==> src/rtl/iq_age_scheduler.sv <==
// Oldest-first issue selector for a small issue queue: keeps an age matrix over
// the slots, picks the lowest free slot for dispatch and grants the oldest ready slot.
module iq_age_scheduler #(
    parameter int DEPTH = 4,
    parameter int IDX_W = $clog2(DEPTH)
) (
    input  logic             clk,
    input  logic             rst,
    input  logic             alloc_valid,
    input  logic [IDX_W-1:0] alloc_idx,
    input  logic             issue_fire,
    input  logic [DEPTH-1:0] flush_vec,
    input  logic [DEPTH-1:0] req_vec,
    output logic             grant_valid,
    output logic [IDX_W-1:0] grant_idx,
    output logic [DEPTH-1:0] grant_onehot,
    output logic [IDX_W-1:0] alloc_ptr,
    output logic [DEPTH-1:0] occupied,
    output logic             full,
    output logic             empty,
    output logic             err
);

    // age[i][j] = 1 means slot i is older than slot j
    logic [DEPTH-1:0] age [DEPTH];
    logic [DEPTH-1:0] eff_req;
    logic [DEPTH-1:0] grant_vec;
    logic [DEPTH-1:0] occ_pre;
    logic [DEPTH-1:0] occ_next;
    logic             alloc_err;
    logic             proto_err;

    always_comb begin
        eff_req   = req_vec & occupied;
        grant_vec = eff_req;
        for (int unsigned i = 0; i < DEPTH; i++) begin
            for (int unsigned j = 0; j < DEPTH; j++) begin
                if (j != i && eff_req[j] && !age[i][j]) begin
                    grant_vec[i] = 1'b0;
                end
            end
        end
    end

    always_comb begin
        grant_idx = '0;
        for (int unsigned i = 0; i < DEPTH; i++) begin
            if (grant_vec[i]) begin
                grant_idx = IDX_W'(i);
            end
        end
    end

    assign grant_valid  = |eff_req;
    assign grant_onehot = grant_vec;

    always_comb begin
        alloc_ptr = '0;
        for (int unsigned i = DEPTH; i > 0; i--) begin
            if (!occupied[i-1]) begin
                alloc_ptr = IDX_W'(i - 1);
            end
        end
    end

    assign full  = &occupied;
    assign empty = ~|occupied;

    // Issue clear, then flush clear; alloc is layered on top so it wins over flush.
    always_comb begin
        occ_pre = occupied;
        if (issue_fire && grant_valid) begin
            occ_pre[grant_idx] = 1'b0;
        end
        occ_pre  = occ_pre & ~flush_vec;
        occ_next = occ_pre;
        if (alloc_valid) begin
            occ_next[alloc_idx] = 1'b1;
        end
    end

    always_comb begin
        alloc_err = alloc_valid && (full || (alloc_idx != alloc_ptr) || occ_pre[alloc_idx]);
        proto_err = alloc_err || (issue_fire && !grant_valid);
    end

    always_ff @(posedge clk) begin
        if (rst) begin
            occupied <= '0;
            err      <= 1'b0;
            for (int unsigned i = 0; i < DEPTH; i++) begin
                age[i] <= '0;
            end
        end else begin
            occupied <= occ_next;
            if (proto_err) begin
                err <= 1'b1;
            end
            if (alloc_valid) begin
                for (int unsigned i = 0; i < DEPTH; i++) begin
                    if (IDX_W'(i) == alloc_idx) begin
                        age[i] <= '0;
                    end else if (occ_pre[i]) begin
                        age[i][alloc_idx] <= 1'b1;
                    end
                end
            end
        end
    end

endmodule

==> config.mk <==
export PLATFORM = sky130hd
export DESIGN_NAME = iq_age_scheduler
export DESIGN_NICKNAME = d
export VERILOG_FILES = /design/src/rtl/iq_age_scheduler.sv
export SDC_FILE = /design/constraint.sdc
export NUM_CORES = 1
export LEC_CHECK = 0
export BUFFER_PORTS_ARGS = -buffer_cell sky130_fd_sc_hd__buf_2
export CAP_MARGIN = 20
export CORE_ASPECT_RATIO = 1.75
export CORE_MARGIN = 4
export CORE_UTILIZATION = 35
export CTS_CLUSTER_DIAMETER = 200
export DETAILED_ROUTE_END_ITERATION = 6
export HOLD_SLACK_MARGIN = 0.02
export PLACE_DENSITY = 0.62
export SYNTH_ARGS = -nofsm -noshare
export SYNTH_HDL_FRONTEND = slang
export SYNTH_SLANG_ARGS = --single-unit
==> constraint.sdc <==
create_clock -name clk -period 2 [get_ports clk]
set_clock_uncertainty 0.2 [all_clocks]
set_input_delay 0.4 -clock clk [delete_from_list [all_inputs] [get_ports clk]]
set_output_delay 0.4 -clock clk [all_outputs]
set_load 0.03 [all_outputs]
==> results.sh <==
export IMPL_power_frac_comb=0.200
export IMPL_synth_edf_count=12
export IMPL_insertion_delay_ps=250
export IMPL_place_gp_congestion=0.837
export IMPL_setup_worst_path_end_class="primary output"
export IMPL_drt_wirelength_per_cell_um=14.2
export IMPL_cts_root_buf="clkbuf_8"
export IMPL_grt_usage=0.153
export IMPL_antenna_found_initial=0
export IMPL_path_clk_slew_ps=70
export IMPL_seqPwrFrac=0.491
export IMPL_hold_viol_final=0
export IMPL_instances_no_fill=208
export IMPL_numCtsBuffers=3
export IMPL_fin_nets=181
export IMPL_core_area_um2=2960
export IMPL_slew_headroom=0.799
export IMPL_ir_drop_v=0.000289
export IMPL_viasPerCell=5.20
export IMPL_first_pass_iters=4
export IMPL_rows=26
export IMPL_p_sw_mw=0.219
export IMPL_startpoint_type="register"
export IMPL_cap_violations=0
export IMPL_dp_cells=200
export IMPL_yosysMostFrequentCell="nor2_1"
export IMPL_synth_fp_nets=134
export IMPL_drv_slew=0
export IMPL_avgSynthCellArea_um2=9.05
export IMPL_detail_route_iter0_violations=45
export IMPL_async_flop_share=0
export IMPL_grt_overflow=0
export IMPL_rsz0062_at_grt="no"
export IMPL_start_util=0.367
export IMPL_drive_gt1_frac=0.434
export IMPL_status="completed"
export IMPL_ant_nets=0
export IMPL_numPortBuffers=29
export IMPL_met1_usage=0.144
export IMPL_critPathKind="register to primary output"
export IMPL_netlist_top_cells_area="edfxtp_1, dfxtp_1, nor2_1"
export IMPL_grt_start_max_net_pins=13
export IMPL_max_freq_ghz=0.514
export IMPL_die_y_um=81.7
export IMPL_io_pins=30
export IMPL_slowest_delay_ps=360
export IMPL_syn_inst=120
export IMPL_final_area_um2=1510
export IMPL_p_int_mw=0.595
export IMPL_worstPathArrival_ps=1340
export IMPL_die_w_um=50.1
export IMPL_crit_start="occupied[3]$_SDFF_PP0_"
export IMPL_use_met3=0.0218
export IMPL_yosysSeqAreaShare=0.424
export IMPL_vias=1081
export IMPL_cts_hold_buf=0
export IMPL_synth_seq_cells=17
export IMPL_fp_dieArea_um2=4090
export IMPL_cts_tree="built"
export IMPL_grt_use_met2=0.293
export IMPL_finalCritPeriodShare=0.972
export IMPL_place_area_um2=1400
export IMPL_busiest_layer="met2"
export IMPL_hold_path_class="primary input to register"
export IMPL_crit_required_ps=1400
export IMPL_htree_levels=1
export IMPL_cp_slowest_cell="dfxtp_4"
export IMPL_p_leak_nw=0.604
export IMPL_path_cells="buf_4 > nand3b_1 > o2111ai_2 > inv_2 > buf_2"
export IMPL_regToRegStartpoint="age[1][2]$_SDFFCE_PN0P_"
export IMPL_swShare=0.269
export IMPL_grt_pass1_wl_um=4640
export IMPL_synth_top_area_frac=0.332
export IMPL_finalCriticalPeriod_ps=1940
export IMPL_critical_path_peak_fanout=5
export IMPL_finalWirelength_um=2960
export IMPL_area_growth_pct=39.2
export IMPL_ys_flop_type="edfxtp_1"
export IMPL_clock_path_buffers=2
export IMPL_yosys_top_cells_count="nor2_1, o21ai_0, edfxtp_1"
export IMPL_synth_top_area_cell="edfxtp_1"
export IMPL_power_density_nw_per_um2=539
export IMPL_dp_hpwl_um=2420
export IMPL_yosysWarningCount=0
export IMPL_min_delay_start="flush_vec[2]"
export IMPL_diodes=0
export IMPL_grt_pass1_vias=1052
export IMPL_clock_sinks=17
export IMPL_syn_area_um2=1090
export IMPL_p_clk_frac=0.309
export IMPL_tightest_slew_ps=298
export IMPL_drc_errors=0
export IMPL_setup_viol=0
export IMPL_yosysUniqueCellTypes=35
==> cells by family (layout without fill, tap and decap cells) <==
kind of cell           after synthesis  count (layout)  share of synthesized area
muxes                                1               1                    0.00922
AOI/OAI and AO/OA                   33              33                      0.250
buffers and inverters               13              59                     0.0484
and+or+nand+nor                     56              56                      0.268
DFF                                 17              17                      0.424
==> final cells by class <==
| class | instances | area [um2] |
|---|---|---|
| multi-input cells | 90 | 603 |
| repair buffers | 49 | 310 |
| well taps | 42 | 52.6 |
| clock buffers | 4 | 45.0 |
| fillers | 279 | 1450 |
| flip-flops and latches | 17 | 475 |
| inverters | 6 | 25.0 |
==> per-layer routing <==
metal,routed length (um),vias up
met1,1080,509
met3,108,8
li1,-,532
met2,1690,32
met5,0,-
met4,89,0
==> power by group through the flow <==
stage | Clock [mW] | Sequential, mW | Combinational (mW)
after global placement | 0 | 0.409 | 0.151
after global routing | 0.272 | 0.402 | 0.176
after CTS | 0.261 | 0.401 | 0.160
after floorplan | 0 | 0.413 | 0.0920
after detailed placement | 0 | 0.409 | 0.153
final | 0.252 | 0.400 | 0.163
==> sequential cells by signal (all words and copies together), names as in the netlist <==
name,flops
occupied,4
err,1
age,12
==> repair_timing <==
item,in CTS,in global routing
gates resized for setup,5,5
pin swaps,1,3
setup endpoints to repair,3,7
setup buffers,3,2
endpoints found under the hold margin,0,0
==> worst max-delay path, delay by kind of cell (launching register included) <==
kind	cells	cell delay [ps]
buffers and inverters	3	510
DFF	1	360
AOI/OAI and AO/OA	1	130
and+or+nand+nor	1	100
==> cell usage in the layout, fill, tap and decap left out, drive strengths merged <==
cell and instances:
o22ai 1, o41ai 3, or2 2, o2111ai 2, nor4 1, o21ai 14
inv 6, nand4bb 1, dfxtp 5, edfxtp 12, o311ai 2, mux2i 1
nand2b 3, nand4 1, a21boi 1, nor3 2, nand3b 7, and2 2
o21ba 1, a31oi 1, a41o 2, nand4b 1, a21oi 5, nand3 2
nor2 18, nand2 11, clkbuf 4, o31ai 1, nor2b 5, buf 49
==> per-stage QoR <==
step / worst slack [ps] / TNS [ps] / power [mW] / util / hold slack, ps
5_1_grt: 0.308 / 0 / 0.850 / 0.511 / 144
2_1_floorplan: 2.18 / 0 / 0.505 / - / 295
4_1_cts: 8.90 / 0 / 0.822 / 0.502 / 141
6_report: 55.6 / 0 / 0.815 / 0.511 / 140
3_3_place_gp: -82.3 / -394 / 0.560 / 0.473 / 325
3_5_place_dp: -94.6 / -745 / 0.563 / 0.473 / 339
==> worst paths after layout <==
kind         slack [ps]  cells past startpoint                       to
max                  60                      5          grant_onehot[2]
min                 140                      2   occupied[2]$_SDFF_PP0_
max reg2reg         130                      7  age[0][2]$_SDFFCE_PN0P_
min reg2reg         330                      2   occupied[2]$_SDFF_PP0_
Note: power is estimated with default switching activity, not from simulation.
